$ cat src/rtl/box_game_pkg.sv
// Shared definitions for the box game: FSM state encodings and legal box codes.
package box_game_pkg;

  localparam int BOX_W = 3;
  localparam logic [BOX_W-1:0] BOX_MIN = 3'd1;
  localparam logic [BOX_W-1:0] BOX_MAX = 3'd5;

  typedef enum logic [2:0] {
    ST_IDLE   = 3'd0,
    ST_REQ    = 3'd1,
    ST_ARMED  = 3'd2,
    ST_RESULT = 3'd3,
    ST_OVER   = 3'd4
  } state_t;

  function automatic logic isValidBox(input logic [BOX_W-1:0] box);
    return (box >= BOX_MIN) && (box <= BOX_MAX);
  endfunction

endpackage

$ cat src/rtl/box_hit_judge_window_timer.sv
// Cycle counter shared by the response window and the feedback hold.
// expired is high during the last of 'limit' running cycles; load restarts the count at 0.
module window_timer #(
  parameter int W = 8
) (
  input  logic         CLOCK_50,
  input  logic         reset_signal,
  input  logic         load,
  input  logic [W-1:0] limit,
  input  logic         run,
  output logic         expired
);

  logic [W-1:0] count_q, count_d;

  assign expired = run && (count_q == limit - W'(1));

  always_comb begin
    count_d = count_q;
    if (load) begin
      count_d = '0;
    end else if (run && !expired) begin
      count_d = count_q + W'(1);
    end
  end

  always_ff @(posedge CLOCK_50 or posedge reset_signal) begin
    if (reset_signal) begin
      count_q <= '0;
    end else begin
      count_q <= count_d;
    end
  end

endmodule

$ cat src/rtl/box_hit_judge.sv
// Requests a target box, flashes it, and judges the player's strike as hit, miss or timeout.
// Define SPEEDUP_EN to shrink the response window on every hit (floored at a quarter).
module box_hit_judge
  import box_game_pkg::*;
#(
  parameter int WINDOW_CYCLES   = 50_000_000,
  parameter int FEEDBACK_CYCLES = 12_500_000,
  parameter int START_LIVES     = 3,
  parameter int SCORE_W         = 8
) (
  input  logic               CLOCK_50,
  input  logic               reset_signal,
  input  logic [BOX_W-1:0]   target_box,
  input  logic               target_valid,
  input  logic [BOX_W-1:0]   guess_box,
  input  logic               guess_strobe,
  output logic               req_next,
  output logic               flash_en,
  output logic [BOX_W-1:0]   flash_box,
  output logic               hit_pulse,
  output logic               miss_pulse,
  output logic [SCORE_W-1:0] score,
  output logic [1:0]         lives,
  output logic               game_over
);

  localparam int TIMER_MAX = (WINDOW_CYCLES > FEEDBACK_CYCLES) ? WINDOW_CYCLES : FEEDBACK_CYCLES;
  localparam int TIMER_W   = $clog2(TIMER_MAX + 1);
  localparam logic [TIMER_W-1:0] WINDOW_LIMIT   = TIMER_W'(WINDOW_CYCLES);
  localparam logic [TIMER_W-1:0] FEEDBACK_LIMIT = TIMER_W'(FEEDBACK_CYCLES);

  state_t               state_q, state_d;
  logic [BOX_W-1:0]     targetBox_q, targetBox_d;
  logic [SCORE_W-1:0]   score_q, score_d;
  logic [1:0]           lives_q, lives_d;
  logic                 hitPulse_q, hitPulse_d;
  logic                 missPulse_q, missPulse_d;
  logic [TIMER_W-1:0]   windowLen, timerLimit;
  logic                 timerLoad, timerRun, timerExpired;
  logic                 isJudge, isHit;

  // A guess landing on the timeout cycle wins over the timeout.
  assign isJudge = (state_q == ST_ARMED) && (guess_strobe || timerExpired);
  assign isHit   = (state_q == ST_ARMED) && guess_strobe && (guess_box == targetBox_q);

`ifdef SPEEDUP_EN
  localparam logic [TIMER_W-1:0] WINDOW_STEP  = TIMER_W'(WINDOW_CYCLES / 16);
  localparam logic [TIMER_W-1:0] WINDOW_FLOOR = TIMER_W'(WINDOW_CYCLES / 4);
  logic [TIMER_W-1:0] window_q, window_d;

  always_comb begin
    window_d = window_q;
    if (isHit) begin
      window_d = (window_q < WINDOW_FLOOR + WINDOW_STEP) ? WINDOW_FLOOR : window_q - WINDOW_STEP;
    end
  end

  always_ff @(posedge CLOCK_50 or posedge reset_signal) begin
    if (reset_signal) begin
      window_q <= WINDOW_LIMIT;
    end else begin
      window_q <= window_d;
    end
  end

  assign windowLen = window_q;
`else
  assign windowLen = WINDOW_LIMIT;
`endif

  assign timerRun   = (state_q == ST_ARMED) || (state_q == ST_RESULT);
  assign timerLimit = (state_q == ST_ARMED) ? windowLen : FEEDBACK_LIMIT;
  assign timerLoad  = (state_d != state_q);

  window_timer #(.W(TIMER_W)) u_timer (
    .CLOCK_50     (CLOCK_50),
    .reset_signal (reset_signal),
    .load         (timerLoad),
    .limit        (timerLimit),
    .run          (timerRun),
    .expired      (timerExpired)
  );

  always_ff @(posedge CLOCK_50 or posedge reset_signal) begin
    if (reset_signal) begin
      state_q <= ST_IDLE;
    end else begin
      state_q <= state_d;
    end
  end

  always_comb begin
    state_d = state_q;
    case (state_q)
      ST_IDLE:   state_d = ST_REQ;
      ST_REQ:    if (target_valid && isValidBox(target_box)) state_d = ST_ARMED;
      ST_ARMED:  if (isJudge) state_d = ST_RESULT;
      ST_RESULT: if (timerExpired) state_d = (lives_q == 2'd0) ? ST_OVER : ST_REQ;
      ST_OVER:   state_d = ST_OVER;
      default:   state_d = ST_IDLE;
    endcase
  end

  always_comb begin
    req_next  = 1'b0;
    flash_en  = 1'b0;
    flash_box = '0;
    game_over = 1'b0;
    case (state_q)
      ST_REQ:   req_next = 1'b1;
      ST_ARMED: begin
        flash_en  = 1'b1;
        flash_box = targetBox_q;
      end
      ST_OVER:  game_over = 1'b1;
      default:  ;
    endcase
  end

  // Score, lives and the judgement pulses all update on the edge that enters RESULT.
  always_comb begin
    targetBox_d = targetBox_q;
    score_d     = score_q;
    lives_d     = lives_q;
    hitPulse_d  = 1'b0;
    missPulse_d = 1'b0;
    if ((state_q == ST_REQ) && target_valid && isValidBox(target_box)) begin
      targetBox_d = target_box;
    end
    if (isHit) begin
      hitPulse_d = 1'b1;
      if (score_q != {SCORE_W{1'b1}}) score_d = score_q + SCORE_W'(1);
    end else if (isJudge) begin
      missPulse_d = 1'b1;
      lives_d     = lives_q - 2'd1;
    end
  end

  always_ff @(posedge CLOCK_50 or posedge reset_signal) begin
    if (reset_signal) begin
      targetBox_q <= '0;
      score_q     <= '0;
      lives_q     <= 2'(START_LIVES);
      hitPulse_q  <= 1'b0;
      missPulse_q <= 1'b0;
    end else begin
      targetBox_q <= targetBox_d;
      score_q     <= score_d;
      lives_q     <= lives_d;
      hitPulse_q  <= hitPulse_d;
      missPulse_q <= missPulse_d;
    end
  end

  assign hit_pulse  = hitPulse_q;
  assign miss_pulse = missPulse_q;
  assign score      = score_q;
  assign lives      = lives_q;

endmodule
$ cat config.mk
export PLATFORM = sky130hd
export DESIGN_NAME = box_hit_judge
export DESIGN_NICKNAME = d
export VERILOG_FILES = /design/src/rtl/box_game_pkg.sv /design/src/rtl/box_hit_judge_window_timer.sv /design/src/rtl/box_hit_judge.sv
export SDC_FILE = /design/constraint.sdc
export NUM_CORES = 1
export LEC_CHECK = 0
export CORE_ASPECT_RATIO = 0.8
export CORE_UTILIZATION = 45
export DETAILED_ROUTE_END_ITERATION = 10
export GPL_ROUTABILITY_DRIVEN = 0
export MAX_ROUTING_LAYER = met4
export PLACE_DENSITY = 0.67
export SLEW_MARGIN = 20
export SYNTH_ARGS = -nofsm -noshare
export SYNTH_HDL_FRONTEND = slang
export SYNTH_SLANG_ARGS = --single-unit
$ cat constraint.sdc
create_clock -name CLOCK_50 -period 2.4 [get_ports CLOCK_50]
set_input_delay 0.72 -clock CLOCK_50 [delete_from_list [all_inputs] [get_ports CLOCK_50]]
set_output_delay 0.72 -clock CLOCK_50 [all_outputs]
set_load 0.1 [all_outputs]
==> key figures, run 1 <==
Timing
  • Period utilisation layout: 1.02
  • Fmax: 407 MHz
  • TNS Setup: -0.767 ns
  • Final Hold Viols: 0
  • WHS: 0.502 ns
  • Final min period: 2.46 ns
  • Relative slew slack: 0.581
  • Clk_skew: 0.0125 ns
  • Endpoints failing setup: 19
  • Measured slew at the worst slew-check pin: 0.625 ns
  • Final worst slack: -0.0566 ns
  • Fin. max-slew vios: 0
  • RSZ-0062 raised after global routing: yes

Die
  • IO Pins: 28
  • Die Wd: 83.8 um
  • Die Ht: 67.5 um
  • Full die area: 0.00566 mm^2
  • Core area: 0.00509 mm^2
  • Row count: 23
  • Initial Util: 0.473

Clocking
  • CTS clk-pin slew, worst paths: 0.09 ns
  • Num CTS Buffers: 5
  • CTS tree: built
  • Num Clock Sinks: 44
  • Clock Latency Late Sink: 0.30 ns
  • Cts hold-fix bufs: 0
  • H-tree depth: 2
  • Clock Tree Buf Depth: 2
  • Clk root buf: clkbuf_8

Worst setup path
  • R2R setup slack: -0.06 ns
  • Crit path kind: flip-flop to flip-flop
  • Critical-path cell list: or4b_1, or4b_4, a211oi_4, o31a_1, buf_6, clkbuf_16, a21oi_2
  • Crit path to: u_timer.count_q[3]$_DFFE_PP0P_
  • CP max-delay cell: or4b_1
  • Buf/Inv on CP: 2
  • FF-to-FF path depth: 7
  • R2r startpoint: u_timer.count_q[6]$_DFFE_PP0P_
  • CP Depth: 7
  • Crit end category: flip-flop
  • Req. time, crit path: 2.58 ns
  • Setup crit start kind: flip-flop
  • Worst-path fanout max: 7
  • Crit path max-delay family: simple AND/OR/NAND/NOR gates
  • Crit path DAT: 2.64 ns
  • Largest stage delay, worst path: 0.51 ns
  • Worst R2R End: u_timer.count_q[3]$_DFFE_PP0P_
  • Worst setup startpoint: u_timer.count_q[6]$_DFFE_PP0P_

Power
  • Max VDD drop: 0.280 mV
  • PwrDens: 382 mW/mm^2
  • Total leakage power: 1.44 nW

Synth
  • Multiplexer share of the synthesized area: 0.0228
  • Simple-Gate Fraction of Synth Area: 0.262
  • Primary FF master, synth: dfrtp_1
  • Synthesized area: 0.00241 mm^2
  • Synth top area share: 0.436
  • Post-synthesis compound-gate area fraction: 0.138
  • Yosys cell types: 46
  • Largest area contributor in the netlist: dfrtp_1
  • Post-Synth XOR/XNOR Area: 0.0618
  • Yosys Warn Count: 0
  • Top cells by area, synth: dfrtp_1, a21oi_1, xor2_1, or3_1, nand4_1
  • Post-synthesis adder-cell area fraction: 0.0156
  • Syn_area_per_cell: 9.53 um^2
  • Syn_nets: 266
  • #FFs+latches synth: 44
  • Synth Instances: 253
  • Largest family of logic cells by synthesized area: simple AND/OR/NAND/NOR gates
  • FFs w/ async S/R, synth: 1.00
  • Post-synth EDFFs: 0
  • Seq/Total Area, Yosys: 0.458

Drt
  • DRC viols: 3
  • DR WL/cell: 15.6 um
  • First-pass iteration count of the detailed router: 7
  • Iter 0 DRT Violations: 177
  • Antenna Nets Post-Route: 0
  • Via count: 2,151
  • DRT Wirelength: 5830 um
  • Routed vias/inst: 5.75

Placed design
  • Post-Place Cells: 356
  • # port buffers: 27
  • Worst slack, placed: -0.247 ns
  • Detailed Place HPWL: 3880 um

Layout
  • Final #Nets: 324
  • Area Growth Syn to Fin: 36.4%
  • Layout cells sized above 1: 0.317
  • Layout Cells excl Fill: 374
  • Final Core Density: 0.646
  • Ant. Diodes: 0
  • FILL cells: 401

Global routing
  • Global-route wire length before repair: 9180 um
  • Largest net degree at the start of global routing: 30
  • Gr usage total: 0.216
  • Antenna violations before repair: 0
  • GR Overflow Total: 0
  • Vias in the first global route: 1,877

Run
  • Max-cap violations: 0

Run status
  • Status: finished with violations
  • Violated checks: design-rule violations, negative setup slack

Worst hold path
  • HP Class: flip-flop to flip-flop
-- metal layers --
metal | global-route usage | vias to the layer above | wire (um)
li1 | - | 1053 | -
met4 | 0.0668 | 0 | 64
met1 | 0.315 | 1038 | 3080
met3 | 0.0416 | 7 | 294
met2 | 0.300 | 53 | 2390
met5 | - | - | 0
-- power breakdown --
part           leakage, nW  switching, mW  internal [mW]
combinational        0.820         0.0236         0.0225
clock               0.0479          0.268          0.203
sequential           0.577              0          0.741
total                 1.44          0.291          0.967
-- cells in the mapped netlist, types with 2 or more instances --
cell and instances:
a211oi_1 2, a21oi_1 21, and2_1 3, and3_1 8, and4b_1 2, buf_4 2, buf_6 3, clkbuf_1 3
dfrtp_1 42, dfstp_2 2, ha_1 3, inv_1 10, mux2_2 4, nand2_1 16, nand3_1 15, nand4_1 15
nor2_1 16, nor3_1 6, nor4_1 3, o21ai_0 16, o31ai_1 3, or3_1 16, or4_1 4, xnor2_1 5
xor2_1 12
-- worst min-delay path by stage --
stage	depth (start not counted)	end	start	slack, ns
after floorplan	1	targetBox_q[0]$_DFFE_PP0P_	targetBox_q[0]$_DFFE_PP0P_	0.52
after global placement	1	score[4]$_DFFE_PP0P_	score[4]$_DFFE_PP0P_	0.49
after detailed placement	1	score[4]$_DFFE_PP0P_	score[4]$_DFFE_PP0P_	0.49
after CTS	1	score[4]$_DFFE_PP0P_	score[4]$_DFFE_PP0P_	0.50
after global routing	1	score[4]$_DFFE_PP0P_	score[4]$_DFFE_PP0P_	0.53
final	1	score[7]$_DFFE_PP0P_	score[7]$_DFFE_PP0P_	0.50
-- through the flow --
| step | cell area (um^2) | power (mW) |
|---|---|---|
| after global routing | 3290 | 1.30 |
| final | 3290 | 1.26 |
| after CTS | 3140 | 1.26 |
| after global placement | 3050 | 0.803 |
| after floorplan | 2530 | 0.773 |
| after detailed placement | 3050 | 0.803 |
-- cell families (layout without fill, tap and decap cells) --
| group | after synthesis | count (layout) |
|---|---|---|
| simple gates | 112 | 112 |
| fa+ha+maj | 3 | 3 |
| mux | 5 | 5 |
| compound gates | 53 | 53 |
| flops | 44 | 44 |
| buf+inv | 19 | 78 |
| xor+xnor | 17 | 17 |
-- sequential cells by signal, summed over array words and instances (netlist names) --
signal	cells
u_timer.count_q	26
score	8
state_q	3
targetBox_q	3
lives	2
hit_pulse	1
miss_pulse	1
-- cell type report --
cell class                      count  area (um^2)  share of cell area
Sequential cell                    44         1100               0.335
Clock buffer                        5         68.8              0.0209
Multi-Input combinational cell    190         1330               0.405
Timing Repair Buffer               60          649               0.197
Clock inverter                      3         18.8             0.00571
Tap cell                           62         77.6              0.0236
Inverter                           10         37.5              0.0114
-- cells in the final DEF (no fill, tap or decap), types with 8 or more instances in the layout --
cell / netlist / final
inv_1: 10 / 9
nand2_1: 16 / 16
clkdlybuf4s50_1: 0 / 9
xor2_1: 12 / 12
nand4_1: 15 / 15
nand3_1: 15 / 13
dfrtp_1: 42 / 42
buf_4: 2 / 33
a21oi_2: 0 / 18
and3_1: 8 / 8
o21ai_0: 16 / 16
nor2_1: 16 / 13
buf_12: 0 / 10
or3_1: 16 / 16
-- repair_timing --
action | 4_1_cts | 5_1_grt
setup buffers | 0 | 5
gates cloned | 0 | 5
pin swaps | 0 | 6
resized for setup | 1 | 10
endpoints found under the setup margin | 3 | 29
Power figures use the tool's default switching activity.
==> run 2, diff against run 1 <==
--- a/config.mk
+++ b/config.mk
@@ -11,7 +11,7 @@
 export GPL_ROUTABILITY_DRIVEN = 0
 export MAX_ROUTING_LAYER = met4
 export PLACE_DENSITY = 0.67
-export SLEW_MARGIN = 20
+export SLEW_MARGIN = 15
 export SYNTH_ARGS = -nofsm -noshare
 export SYNTH_HDL_FRONTEND = slang
 export SYNTH_SLANG_ARGS = --single-unit
==> results of run 2 <==
Same layout as run 1: the final DEF is identical, and so are final timing and power.
